$ cat config.mk
export PLATFORM = sky130hd
export DESIGN_NAME = mux_pipe_flat
export DESIGN_NICKNAME = d
export VERILOG_FILES = /design/src/rtl/mux_pipe_pkg.sv /design/src/rtl/mux_pipe_if.sv /design/src/rtl/mux_pipe_muxn_comb.sv /design/src/rtl/mux_pipe.sv /design/src/flat_wrapper.sv
export SDC_FILE = /design/constraint.sdc
export NUM_CORES = 1
export LEC_CHECK = 0
export ABC_CLOCK_PERIOD_IN_PS = 1400
export BUFFER_PORTS_ARGS = -buffer_cell sky130_fd_sc_hd__buf_2
export CORE_MARGIN = 3
export CORE_UTILIZATION = 33
export DETAILED_ROUTE_END_ITERATION = 8
export GPL_ROUTABILITY_DRIVEN = 0
export HOLD_SLACK_MARGIN = 0.15
export PLACE_DENSITY = 0.57
export SYNTH_ARGS = -nofsm -noshare
export SYNTH_HDL_FRONTEND = slang
export SYNTH_SLANG_ARGS = --single-unit
$ cat constraint.sdc
create_clock -name clk -period 1.4 [get_ports clk]
set_input_delay 0.28 -clock clk [delete_from_list [all_inputs] [get_ports clk]]
set_output_delay 0.28 -clock clk [all_outputs]
set_load 0.005 [all_outputs]
$ cat src/rtl/mux_pipe_pkg.sv
// Shared constants and helpers for the mux_pipe operand-select pipeline.
package mux_pipe_pkg;

   localparam int DEFAULT_WIDTH = 32;
   localparam int DEFAULT_N     = 3;

   // Select width for an n-way choice; never narrower than one bit.
   function automatic int sel_width(input int n);
      return (n < 2) ? 1 : $clog2(n);
   endfunction

endpackage

$ cat src/rtl/mux_pipe_if.sv
// Handshaked bus between a producer/consumer pair and mux_pipe.
// Carries the optional sel_err flag when MUX_PIPE_SEL_ERR_EN is defined.
interface mux_pipe_if #(
   parameter int WIDTH = mux_pipe_pkg::DEFAULT_WIDTH,
   parameter int N     = mux_pipe_pkg::DEFAULT_N
);
   import mux_pipe_pkg::*;

   localparam int SW = sel_width(N);

   logic [N*WIDTH-1:0] in_data;
   logic [SW-1:0]      in_sel;
   logic               in_valid;
   logic               in_ready;
   logic               flush;
   logic [WIDTH-1:0]   out_data;
   logic [SW-1:0]      out_sel;
   logic               out_valid;
   logic               out_ready;
`ifdef MUX_PIPE_SEL_ERR_EN
   logic               sel_err;
`endif

   modport master (
      output in_data, in_sel, in_valid, flush, out_ready,
      input  in_ready, out_data, out_sel, out_valid
`ifdef MUX_PIPE_SEL_ERR_EN
      , input sel_err
`endif
   );

   modport slave (
      input  in_data, in_sel, in_valid, flush, out_ready,
      output in_ready, out_data, out_sel, out_valid
`ifdef MUX_PIPE_SEL_ERR_EN
      , output sel_err
`endif
   );

endinterface

$ cat src/rtl/mux_pipe_muxn_comb.sv
// Purely combinational N:1 select; any out-of-range select falls back to channel 0.
module muxn_comb
   import mux_pipe_pkg::*;
#(
   parameter int WIDTH = DEFAULT_WIDTH,
   parameter int N     = DEFAULT_N
) (
   input  logic [N*WIDTH-1:0]      data,
   input  logic [sel_width(N)-1:0] sel,
   output logic [WIDTH-1:0]        y
);

   always_comb begin
      y = data[WIDTH-1:0];
      for (int k = 1; k < N; k++) begin
         if (int'(sel) == k) begin
            y = data[k*WIDTH +: WIDTH];
         end
      end
   end

endmodule

$ cat src/rtl/mux_pipe.sv
// N-input operand select with a registered output and a 2-entry (main + skid) buffer.
// Optional out-of-range select flag enabled by MUX_PIPE_SEL_ERR_EN.
module mux_pipe
   import mux_pipe_pkg::*;
#(
   parameter int WIDTH = DEFAULT_WIDTH,
   parameter int N     = DEFAULT_N
) (
   input  logic     clk,
   input  logic     resetn,
   mux_pipe_if.slave bus
);

   localparam int SW = sel_width(N);

   logic [WIDTH-1:0] sel_data;
   logic             accept;
   logic             pop;
   logic             in_ready;
   logic             ready_q;

   logic             m_valid, m_valid_n;
   logic [WIDTH-1:0] m_data,  m_data_n;
   logic [SW-1:0]    m_sel,   m_sel_n;
   logic             s_valid, s_valid_n;
   logic [WIDTH-1:0] s_data,  s_data_n;
   logic [SW-1:0]    s_sel,   s_sel_n;
`ifdef MUX_PIPE_SEL_ERR_EN
   logic             in_err;
   logic             m_err, m_err_n;
   logic             s_err, s_err_n;
`endif

   muxn_comb #(
      .WIDTH (WIDTH),
      .N     (N)
   ) u_muxn (
      .data (bus.in_data),
      .sel  (bus.in_sel),
      .y    (sel_data)
   );

   // ready_q mirrors ~s_valid from a register; resetn only gates it so reset holds producers off.
   assign in_ready      = ready_q & resetn;
   assign accept        = bus.in_valid & in_ready;
   assign pop           = m_valid & bus.out_ready;

   assign bus.in_ready  = in_ready;
   assign bus.out_valid = m_valid;
   assign bus.out_data  = m_data;
   assign bus.out_sel   = m_sel;
`ifdef MUX_PIPE_SEL_ERR_EN
   assign in_err        = (int'(bus.in_sel) >= N);
   assign bus.sel_err   = m_err & m_valid;
`endif

   always_comb begin
      m_valid_n = m_valid;
      m_data_n  = m_data;
      m_sel_n   = m_sel;
      s_valid_n = s_valid;
      s_data_n  = s_data;
      s_sel_n   = s_sel;
`ifdef MUX_PIPE_SEL_ERR_EN
      m_err_n   = m_err;
      s_err_n   = s_err;
`endif
      if (pop && s_valid) begin
         m_data_n  = s_data;
         m_sel_n   = s_sel;
`ifdef MUX_PIPE_SEL_ERR_EN
         m_err_n   = s_err;
`endif
         s_valid_n = 1'b0;
      end else if (pop && !accept) begin
         m_valid_n = 1'b0;
      end

      // A new beat lands in main only if main is (or is about to be) empty with no skid backlog.
      if (accept) begin
         if ((!m_valid || pop) && !s_valid) begin
            m_valid_n = 1'b1;
            m_data_n  = sel_data;
            m_sel_n   = bus.in_sel;
`ifdef MUX_PIPE_SEL_ERR_EN
            m_err_n   = in_err;
`endif
         end else begin
            s_valid_n = 1'b1;
            s_data_n  = sel_data;
            s_sel_n   = bus.in_sel;
`ifdef MUX_PIPE_SEL_ERR_EN
            s_err_n   = in_err;
`endif
         end
      end
   end

   always_ff @(posedge clk) begin
      if (!resetn) begin
         m_valid <= 1'b0;
         m_data  <= '0;
         m_sel   <= '0;
         s_valid <= 1'b0;
         s_data  <= '0;
         s_sel   <= '0;
         ready_q <= 1'b1;
`ifdef MUX_PIPE_SEL_ERR_EN
         m_err   <= 1'b0;
         s_err   <= 1'b0;
`endif
      end else if (bus.flush) begin
         m_valid <= 1'b0;
         s_valid <= 1'b0;
         ready_q <= 1'b1;
`ifdef MUX_PIPE_SEL_ERR_EN
         m_err   <= 1'b0;
         s_err   <= 1'b0;
`endif
      end else begin
         m_valid <= m_valid_n;
         m_data  <= m_data_n;
         m_sel   <= m_sel_n;
         s_valid <= s_valid_n;
         s_data  <= s_data_n;
         s_sel   <= s_sel_n;
         ready_q <= ~s_valid_n;
`ifdef MUX_PIPE_SEL_ERR_EN
         m_err   <= m_err_n;
         s_err   <= s_err_n;
`endif
      end
   end

endmodule

$ cat src/flat_wrapper.sv
// flat-port wrapper written by rule: the top's interface ports become plain ports
module mux_pipe_flat import mux_pipe_pkg::*;
#(
   parameter int WIDTH = DEFAULT_WIDTH,
   parameter int N     = DEFAULT_N
)
  (clk, resetn, bus_in_data, bus_in_sel, bus_in_valid, bus_flush, bus_out_ready, bus_in_ready, bus_out_data, bus_out_sel, bus_out_valid);
  mux_pipe_if #(.WIDTH(WIDTH), .N(N)) bus_i ();
  input  logic clk;
  input  logic resetn;
  input wire logic [$bits(bus_i.in_data)-1:0] bus_in_data;
  input wire logic [$bits(bus_i.in_sel)-1:0] bus_in_sel;
  input wire logic [$bits(bus_i.in_valid)-1:0] bus_in_valid;
  input wire logic [$bits(bus_i.flush)-1:0] bus_flush;
  input wire logic [$bits(bus_i.out_ready)-1:0] bus_out_ready;
  output wire logic [$bits(bus_i.in_ready)-1:0] bus_in_ready;
  output wire logic [$bits(bus_i.out_data)-1:0] bus_out_data;
  output wire logic [$bits(bus_i.out_sel)-1:0] bus_out_sel;
  output wire logic [$bits(bus_i.out_valid)-1:0] bus_out_valid;
  assign bus_i.in_data = bus_in_data;
  assign bus_i.in_sel = bus_in_sel;
  assign bus_i.in_valid = bus_in_valid;
  assign bus_i.flush = bus_flush;
  assign bus_i.out_ready = bus_out_ready;
  assign bus_in_ready = bus_i.in_ready;
  assign bus_out_data = bus_i.out_data;
  assign bus_out_sel = bus_i.out_sel;
  assign bus_out_valid = bus_i.out_valid;
  mux_pipe #(.WIDTH(WIDTH), .N(N)) u_core (.clk(clk), .resetn(resetn), .bus(bus_i));
endmodule
* After elaboration in Yosys (flattened, before gate mapping)
Index checks and enable logic that the tools add are counted.
Storage, ports and cells: logic and storage cells 40, memories 0, bits in registers 71, memory bits (read-only) 0, RAM bits 0, latch bits 0, input port bits 103
Cells by class: magnitude comparators 0, multiply operators 0, mux-type cells 15, shift operators 0, add/subtract/negate cells 0, reduce and logical (&&, ||, !) cells 9, bitwise gates (word level) 7, equal/unequal tests 2, divide/modulo/power cells 0
Operator list (number):
- two-way mux 32 bit | 5
- two-way mux 1 bit | 7
- two-way mux 2 bit | 3
- == test 2 bit (second input constant) | 2
- NOT 1 bit | 4
- AND 1 bit | 3
- logical AND 1 bit | 3
- zero test 1 bit | 3
- AND reduction 3 bit | 1
- OR reduction 2 bit | 1
- logical OR 1 bit | 1

* Depth between registers and ports, before layout
Gate-level depths: netlist of the first run.
depth after elaboration 8, depth in mapped cells 6

* Cells and area by module
A second synthesis of the first run with hierarchy kept.
Unflattened totals: cell total of the unflattened synthesis 440, area, all modules 4185.3 sq um
Modules (own cells, without submodules):
- mux_pipe | area each 3103.0 sq um, instances 1, cells an instance 333
- muxn_comb | area each 1082.3 sq um, instances 1, cells an instance 107

* Least setup slack after synthesis of the first run
No wires, ideal clock.
path kind input to register, from input bus_in_sel[1], to register u_core.m_data[26] (netlist: u_core.bus.out_data[26]), slack 0.063 ns, library setup time 0.133 ns, stages on the path 5, arrival 1.204 ns, path through buf_4 -> buf_4 -> mux2_2 -> o21ai_0 -> o221ai_1
On the way: longest elaborated chain between the ends 5, elaborated cells between the ends (all ways) 6, classes of those cells eq/ne (2); mux (4)
RTL lines:
- from (decl) | RTL line flat_wrapper.sv:12 | input wire logic [$bits(bus_i.in_sel)-1:0] bus_in_sel;
- == test 2 bit | RTL line mux_pipe_muxn_comb.sv:16 | if (int'(sel) == k) begin
- two-way mux 32 bit | RTL line mux_pipe_muxn_comb.sv:16
- two-way mux 32 bit * | RTL line mux_pipe_muxn_comb.sv:16
- two-way mux 32 bit * | RTL line mux_pipe.sv:81 | if ((!m_valid || pop) && !s_valid) begin
- two-way mux 32 bit * | RTL line mux_pipe.sv:80 | if (accept) begin
- to (signal assigned) | RTL line mux_pipe.sv:122 | m_data <= m_data_n;
- to (decl) | RTL line mux_pipe.sv:23 | logic [WIDTH-1:0] m_data, m_data_n;
Mark *: on every way between the ends. The rest lies on a longest branch, timed or not. A chain may end at the register's enable or synchronous reset.

* Final worst setup path of the first run
from register u_core.ready_q, to register u_core.s_data[30]
On the way: longest elaborated chain between the ends 3
RTL lines:
- from (decl) | RTL line mux_pipe.sv:20 | logic ready_q;
- from (signal assigned) | RTL line mux_pipe.sv:127 | ready_q <= ~s_valid_n;
- AND 1 bit | RTL line mux_pipe.sv:44 | assign in_ready = ready_q & resetn;
- AND 1 bit | RTL line mux_pipe.sv:45 | assign accept = bus.in_valid & in_ready;
- AND reduction 3 bit (no source line)
- to (signal assigned) | RTL line mux_pipe.sv:125 | s_data <= s_data_n;
- to (decl) | RTL line mux_pipe.sv:26 | logic [WIDTH-1:0] s_data, s_data_n;
No other way between the ends.

==> results of run 1 <==
## critical path, cell delays in order (launching register included)
cell       delay, ns
dfxtp_2         0.36
and3_1          0.22
buf_4           0.14
o211ai_4        0.08
buf_12          0.16
clkbuf_16       0.17
nand2_1         0.07
a21oi_1         0.05
## area by class of cell
type,count,area [um2]
Tap cell,168,210
Multi-Input combinational cell,356,2620
Inverter,4,15.0
Sequential cell,71,1430
Fill cell,1176,6210
Timing Repair Buffer,187,1360
Clock inverter,7,97.6
Clock buffer,9,225
## cells in the mapped netlist
master | count | share of area (%)
o211ai_1 | 26 | 4.7
inv_2 | 1 | 0.090
o211ai_2 | 6 | 1.8
nand2b_4 | 1 | 0.33
nor2_1 | 3 | 0.27
a211oi_4 | 1 | 0.48
dfxtp_1 | 71 | 34
and2_1 | 1 | 0.15
nand3_1 | 37 | 4.4
mux2i_1 | 65 | 16
inv_1 | 3 | 0.27
nor3b_1 | 1 | 0.18
nor3_1 | 1 | 0.12
nor2b_1 | 1 | 0.15
a31oi_1 | 1 | 0.15
buf_4 | 6 | 1.1
o21a_1 | 1 | 0.18
buf_2 | 16 | 1.9
nor3_2 | 1 | 0.24
clkbuf_1 | 20 | 1.8
buf_6 | 3 | 0.81
o221ai_1 | 31 | 6.5
a21boi_0 | 1 | 0.18
nand3_4 | 1 | 0.42
a21oi_1 | 38 | 4.6
o21ai_0 | 35 | 4.2
and3_1 | 1 | 0.15
nand2_1 | 70 | 6.3
mux2_2 | 33 | 8.9
## flip-flops by register name, summed over array words and instances, names as in the netlist, named ones only
name / flops
u_core.bus.out_data: 32
u_core.s_data: 32
u_core.bus.out_sel: 2
u_core.s_sel: 2
u_core.ready_q: 1
u_core.s_valid: 1
## power by group
group | internal [uW] | total, uW | switching (uW)
clock | 1560 | 2470 | 907
sequential | 2090 | 2160 | 65.2
combinational | 453 | 920 | 467
total | 4110 | 5550 | 1440
## cell families (layout without fill, tap and decap cells)
family,after synthesis,after routing,share of synthesized area (%)
AOI/OAI and AO/OA,140,140,22.7
and+or+nand+nor,118,118,12.7
muxes,98,98,24.5
DFF,71,71,34.1
buffers and inverters,49,207,5.97
## worst min-delay path by stage
stage,start,endpoint,slack [ns],cells after the start
detailed placement,u_core.s_data[5],u_core.s_data[5],0.45,2
global route,bus_flush,flop,0.25,2
CTS,bus_flush,flop,0.23,2
global placement,u_core.s_data[31],u_core.s_data[31],0.44,2
finish,bus_flush,flop,0.24,2
floorplan,u_core.s_data[31],u_core.s_data[31],0.43,2
## per-stage QoR
step | utilization [%] | hold WS (ns) | setup TNS [ns] | area (um2)
floorplan | - | 0.432 | 0 | 4170
global placement | 43.6 | 0.438 | -0.762 | 5300
detailed placement | 43.6 | 0.446 | -1.12 | 5300
CTS | 46.3 | 0.233 | 0 | 5640
global route | 49.0 | 0.250 | -0.613 | 5960
finish | 49.0 | 0.235 | 0 | 5960
## per-layer routing
layer,track usage (%),vias to the layer above
met5,0,-
met4,4.42,0
met3,4.45,13
met2,29.5,179
met1,22.7,2037
li1,-,2085
## repair_timing
action / CTS / global route
setup endpoints to repair: 64 / 65
setup buffers: 0 / 3
gates cloned: 0 / 8
resized for setup: 3 / 35
pin swaps: 0 / 24
==> flow_summary_export.csv, run 1 <==
group,metric,value,unit
run_status,run_status,"completed",
layout,final_common_cell,"buf_2",
timing,drv_slew,0,
synth,synthDistinctLibCells,29,
layout,area_growth,42.7,%
floorplanning,die-width,118,um
clock_network,cts_tree,"yes",
grt,grt_start_max_net_pins,58,
synth,syn_area,4170,um2
placed_design,dp_hpwl,8.82,mm
synth,avgSynthCellArea,8.77,um2
critical_path,path_class,"reg -> reg",
grt,antenna_found_initial,0,
clock_network,cts_buffers,9,
floorplanning,boundaryPins,139,
synth,ys_seq_elements,71,
critical_path,arrival,1.58,ns
critical_path,r2r-end,"u_core.s_data[30]",
routing,drt-met1-wl,6.14,mm
layout,drive_above_1_share,44.0,%
critical_path,cp.required,1.60,ns
routing,highest_layer,"met4",
timing,setup_viol,0,
clock_network,cts_max_level,3,
routing,drt-total-wl,13.8,mm
layout,layout.cells.non_filler,802,
timing,final_hold_viol_count,0,
floorplanning,die_area,14000,um2
timing,fin_crit,1.38,ns
clock_network,clk_pin_slew,0.06,ns
placed_design,place_ws,-0.0655,ns
clock_network,worstSkewPairLatency,0.33,ns
clock_network,clockBufferDepth,2,
synth,ys_seq_area_share,34.1,%
routing,firstDrtPassIters,5,
routing,wl_per_cell,17.2,um
timing,fin_crit_sh,98.6,%
layout,diodes,0,
placed_design,io_buffers,138,
power_and_ir_drop,ir_worst_vdd,0.000451,V
timing,clock_skew,0.00808,ns
critical_path,reg2regPathDepth,7,
grt,track_usage,17.6,%
clock_network,hold_buffers,0,
timing,relSlewSlack,76.6,%
routing,drt_iter0_drc,301,
power_and_ir_drop,power_leakage,0.00266,uW
critical_path,critPathLaunchType,"flop",
critical_path,reg2reg_slack,0.02,ns
grt,grt_pass1_vias,4130,
timing,fin_ws,0.0193,ns
routing,ant_nets,0,
critical_path,r2r-start,"u_core.ready_q",
floorplanning,row_count,40,
routing,drcViolationCount,0,
synth,yosys_warnings,0,
layout,layout_common_cells,"buf_2 (137), dfxtp_1 (68), mux2i_1 (65), nand2_1 (61), nand3_1 (36)",
critical_path,worstPathMaxFanout,8,
timing,max_freq,724,MHz
placed_design,place_inst,775,
power_and_ir_drop,finalPower,5550,uW
floorplanning,coreArea,12200,um2
synth,syn_nets,579,
critical_path,crit_start,"u_core.ready_q",
floorplanning,fp.dieH,118,um
worst_hold_path,hold_path.class,"in -> reg",
floorplanning,start_util,34.3,%
layout,fin_nets,732,
timing,worstMarginPinSlew,0.351,ns
critical_path,worstSetupEndpointType,"flop",
clock_network,numClockSinks,71,
clock_network,root_buffer,"clkbuf_16",
routing,wl_met2,6.45,mm
grt,grt.overflow.total,0,
timing,grt_setup_unrepaired,"true",
routing,route.vias.total,4314,
flow_run,drv_cap,0,
routing,viasPerCell,5.38,
critical_path,cp-endpoint,"u_core.s_data[30]",
routing,dr_wl_met3,986,um
synth,synthCells,476,
grt,grt_pass1_wl,20.5,mm
power_and_ir_drop,power.density,932,nW/um2
Note: power is estimated with default switching activity, not from simulation.
==> run 2, diff against run 1 <==
--- a/config.mk
+++ b/config.mk
@@ -5,14 +5,16 @@
 export SDC_FILE = /design/constraint.sdc
 export NUM_CORES = 1
 export LEC_CHECK = 0
+export ABC_AREA = 1
 export ABC_CLOCK_PERIOD_IN_PS = 1400
-export BUFFER_PORTS_ARGS = -buffer_cell sky130_fd_sc_hd__buf_2
 export CORE_MARGIN = 3
 export CORE_UTILIZATION = 33
 export DETAILED_ROUTE_END_ITERATION = 8
+export DONT_BUFFER_PORTS = 1
 export GPL_ROUTABILITY_DRIVEN = 0
 export HOLD_SLACK_MARGIN = 0.15
-export PLACE_DENSITY = 0.57
+export PLACE_DENSITY = 0.47
+export SKIP_CTS_REPAIR_TIMING = 1
 export SYNTH_ARGS = -nofsm -noshare
 export SYNTH_HDL_FRONTEND = slang
 export SYNTH_SLANG_ARGS = --single-unit
==> run 2 against run 1 <==
Against the previous run:
- synthesized cell count increased by 63%
- first-iteration DRC count decreased by 25%
- clock skew decreased by 0.0031 ns
- highest routed layer unchanged
- largest power group unchanged
- global-route usage increased by 0.83 points
- critical path type unchanged
- sequential power about the same
==> flow_summary_export.csv, run 2 <==
group,metric,value,unit
synth,synth_ff_type,"dfxtp_1",
synth,syn_nets,878,
critical_path,r2r-end,"u_core.s_data[21]",
layout,fin_nets,866,
worst_hold_path,hold_path.class,"in -> reg",
clock_network,numClockSinks,71,
floorplanning,die-width,122,um
synth,synth.top_cells.by_count,"nand2_1 (297), nand3_1 (167), inv_1 (104)",
synth,async_reset_ff_share,0,%
routing,viasPerCell,4.75,
grt,antenna_found_initial,0,
timing,drv_slew,0,
timing,final_hold_viol_count,0,
synth,yosysMostFrequentCell,"nand2_1",
flow_run,drv_cap,0,
clock_network,cts_max_level,3,
clock_network,clk_pin_slew,0.06,ns
synth,synthDistinctLibCells,19,
floorplanning,row_count,41,
synth,synthMuxAreaShare,0,%
critical_path,worstPathMaxFanout,33,
critical_path,critPathLaunchType,"flop",
routing,firstDrtPassIters,4,
critical_path,reg2reg_slack,0.12,ns
timing,grt_setup_unrepaired,"false",
grt,grt_pass1_vias,4168,
routing,route.vias.total,4464,
layout,final_common_cell,"nand2_1",
synth,synth_top_area_cell,"dfxtp_1",
synth,synth_compound_area_share,1.13,%
synth,synth_fa_ha_area_share,0,%
routing,drcViolationCount,0,
routing,wl_per_cell,14.6,um
placed_design,dpl-instance-area,4670,um2
synth,ys_seq_elements,71,
grt,grt_pass1_wl,21.3,mm
routing,ant_nets,0,
floorplanning,fp.dieH,122,um
critical_path,arrival,1.51,ns
grt,use_met3,4.55,%
synth,syn_area,4430,um2
floorplanning,boundaryPins,139,
worst_hold_path,worstHoldPathCells,2,
layout,final_core_util,39.0,%
layout,layout_common_cells,"nand2_1 (297), nand3_1 (167), inv_1 (104), dfxtp_1 (71), nor2_1 (64)",
clock_network,cts_buffers,9,
floorplanning,coreArea,12900,um2
layout,drive_above_1_share,6.65,%
timing,clock_skew,0.00501,ns
timing,max_freq,781,MHz
grt,globalRouteMet2Util,31.6,%
placed_design,dp_hpwl,9.10,mm
synth,yosys_warnings,0,
routing,drt-total-wl,13.7,mm
clock_network,root_buffer,"clkbuf_16",
critical_path,cp.required,1.63,ns
routing,drt_iter0_drc,226,
synth,synth_top_area_share,32.1,%
timing,relSlewSlack,78.8,%
floorplanning,die_area,14900,um2
clock_network,cts_tree,"yes",
timing,setup-tns-final,0,ns
critical_path,worstSetupEndpointType,"flop",
floorplanning,start_util,34.4,%
placed_design,io_buffers,0,
timing,worstMarginPinSlew,0.318,ns
synth,yosys.area_share.simple,51.6,%
timing,setup_viol,0,
grt,top_usage_layer,"met2",
timing,fin_crit,1.28,ns
synth,synth_top_family_by_area,"simple AND/OR/NAND/NOR gates",
critical_path,path_class,"reg -> reg",
layout,area_growth,13.4,%
grt,track_usage,18.5,%
synth,avgSynthCellArea,5.72,um2
timing,fin_crit_sh,91.5,%
grt,met1_usage,22.9,%
layout,diodes,0,
clock_network,worstSkewPairLatency,0.33,ns
clock_network,clockBufferDepth,2,
worst_hold_path,holdCritStartpoint,"resetn",
synth,synth_edf_count,0,
critical_path,r2r-start,"u_core.s_valid",
power_and_ir_drop,power.density,1050,nW/um2
synth,synthCells,775,
synth,ys_top_cells_by_area,"dfxtp_1 (32%), nand2_1 (25%), nand3_1 (19%), inv_1 (8.8%), nor2_1 (5.4%)",
grt,grt.overflow.total,0,
layout,stdcell_area,5020,um2
run_status,run_status,"completed",
synth,ys_seq_area_share,32.1,%
power_and_ir_drop,power_leakage,0.00266,uW
synth,synth_xor_area_share,0,%
grt,grt_start_max_net_pins,39,
power_and_ir_drop,ir_worst_vdd,0.000538,V
critical_path,reg2regPathDepth,6,
-- run 2: cell count changes after synthesis, sizes merged, moves of 32 or more --
cell,previous run,this run
nand2,70,302
nand3,38,169
inv,4,109
mux2i,65,0
nor2,3,67
a21oi,38,4
mux2,33,0
o211ai,32,0
-- run 2: logic make-up (layout without fill, tap and decap cells) --
logic type	count (synthesis)	after routing
AND/OR/NAND/NOR	538	538
buffers and inverters	156	148
flip-flops	71	71
AO/OA/AOI/OAI	10	10
-- run 2: through the flow --
step	setup slack, ns	total power (uW)	cells	hold slack (ns)
5_1_grt	0.00167	5570	939	0.159
4_1_cts	0.120	5360	936	0.0593
3_5_place_dp	0.138	2880	921	0.420
2_1_floorplan	0.218	2710	775	0.424
3_3_place_gp	0.169	2880	921	0.415
6_report	0.120	5300	939	0.157
-- run 2: cell type report --
class	instances	area (um2)
fillers	1394	7850
multi-input cells	548	2340
flip-flops and latches	71	1420
inverters	110	413
repair buffers	23	315
clock buffers	13	280
well taps	172	215
clock inverters	2	37.5
-- run 2: how the worst max path moves through the flow --
| stage | endpoint | cells after the start | start |
|---|---|---|---|
| after global routing | u_core.s_data[4] | 7 | flop |
| after detailed placement | u_core.s_data[21] | 6 | u_core.s_valid |
| final | u_core.s_data[21] | 6 | u_core.s_valid |
| after global placement | u_core.s_data[12] | 6 | u_core.ready_q |
| after CTS | u_core.s_data[6] | 7 | u_core.s_valid |
| after floorplan | u_core.s_data[14] | 7 | flop |
-- run 2: report_power, final --
part / leakage [uW] / total [uW] / internal (uW) / switching, uW
combinational: 0.00193 / 695 / 260 / 434
clock: 0.000154 / 2440 / 1560 / 875
sequential: 0.000576 / 2160 / 2090 / 69.8
-- run 2: routing by layer --
metal,share of wire [%],up-vias
met5,0,-
met4,1.6,0
met2,47,127
li1,-,2340
met1,45,1983
met3,6.1,14
-- run 2: critical path: stages, from the launching register on --
cell and delay, ns:
dfxtp_1 0.38, inv_2 0.08, nand2_2 0.13, nand3_2 0.18
buf_12 0.22, nor2_1 0.13, nor2_1 0.05
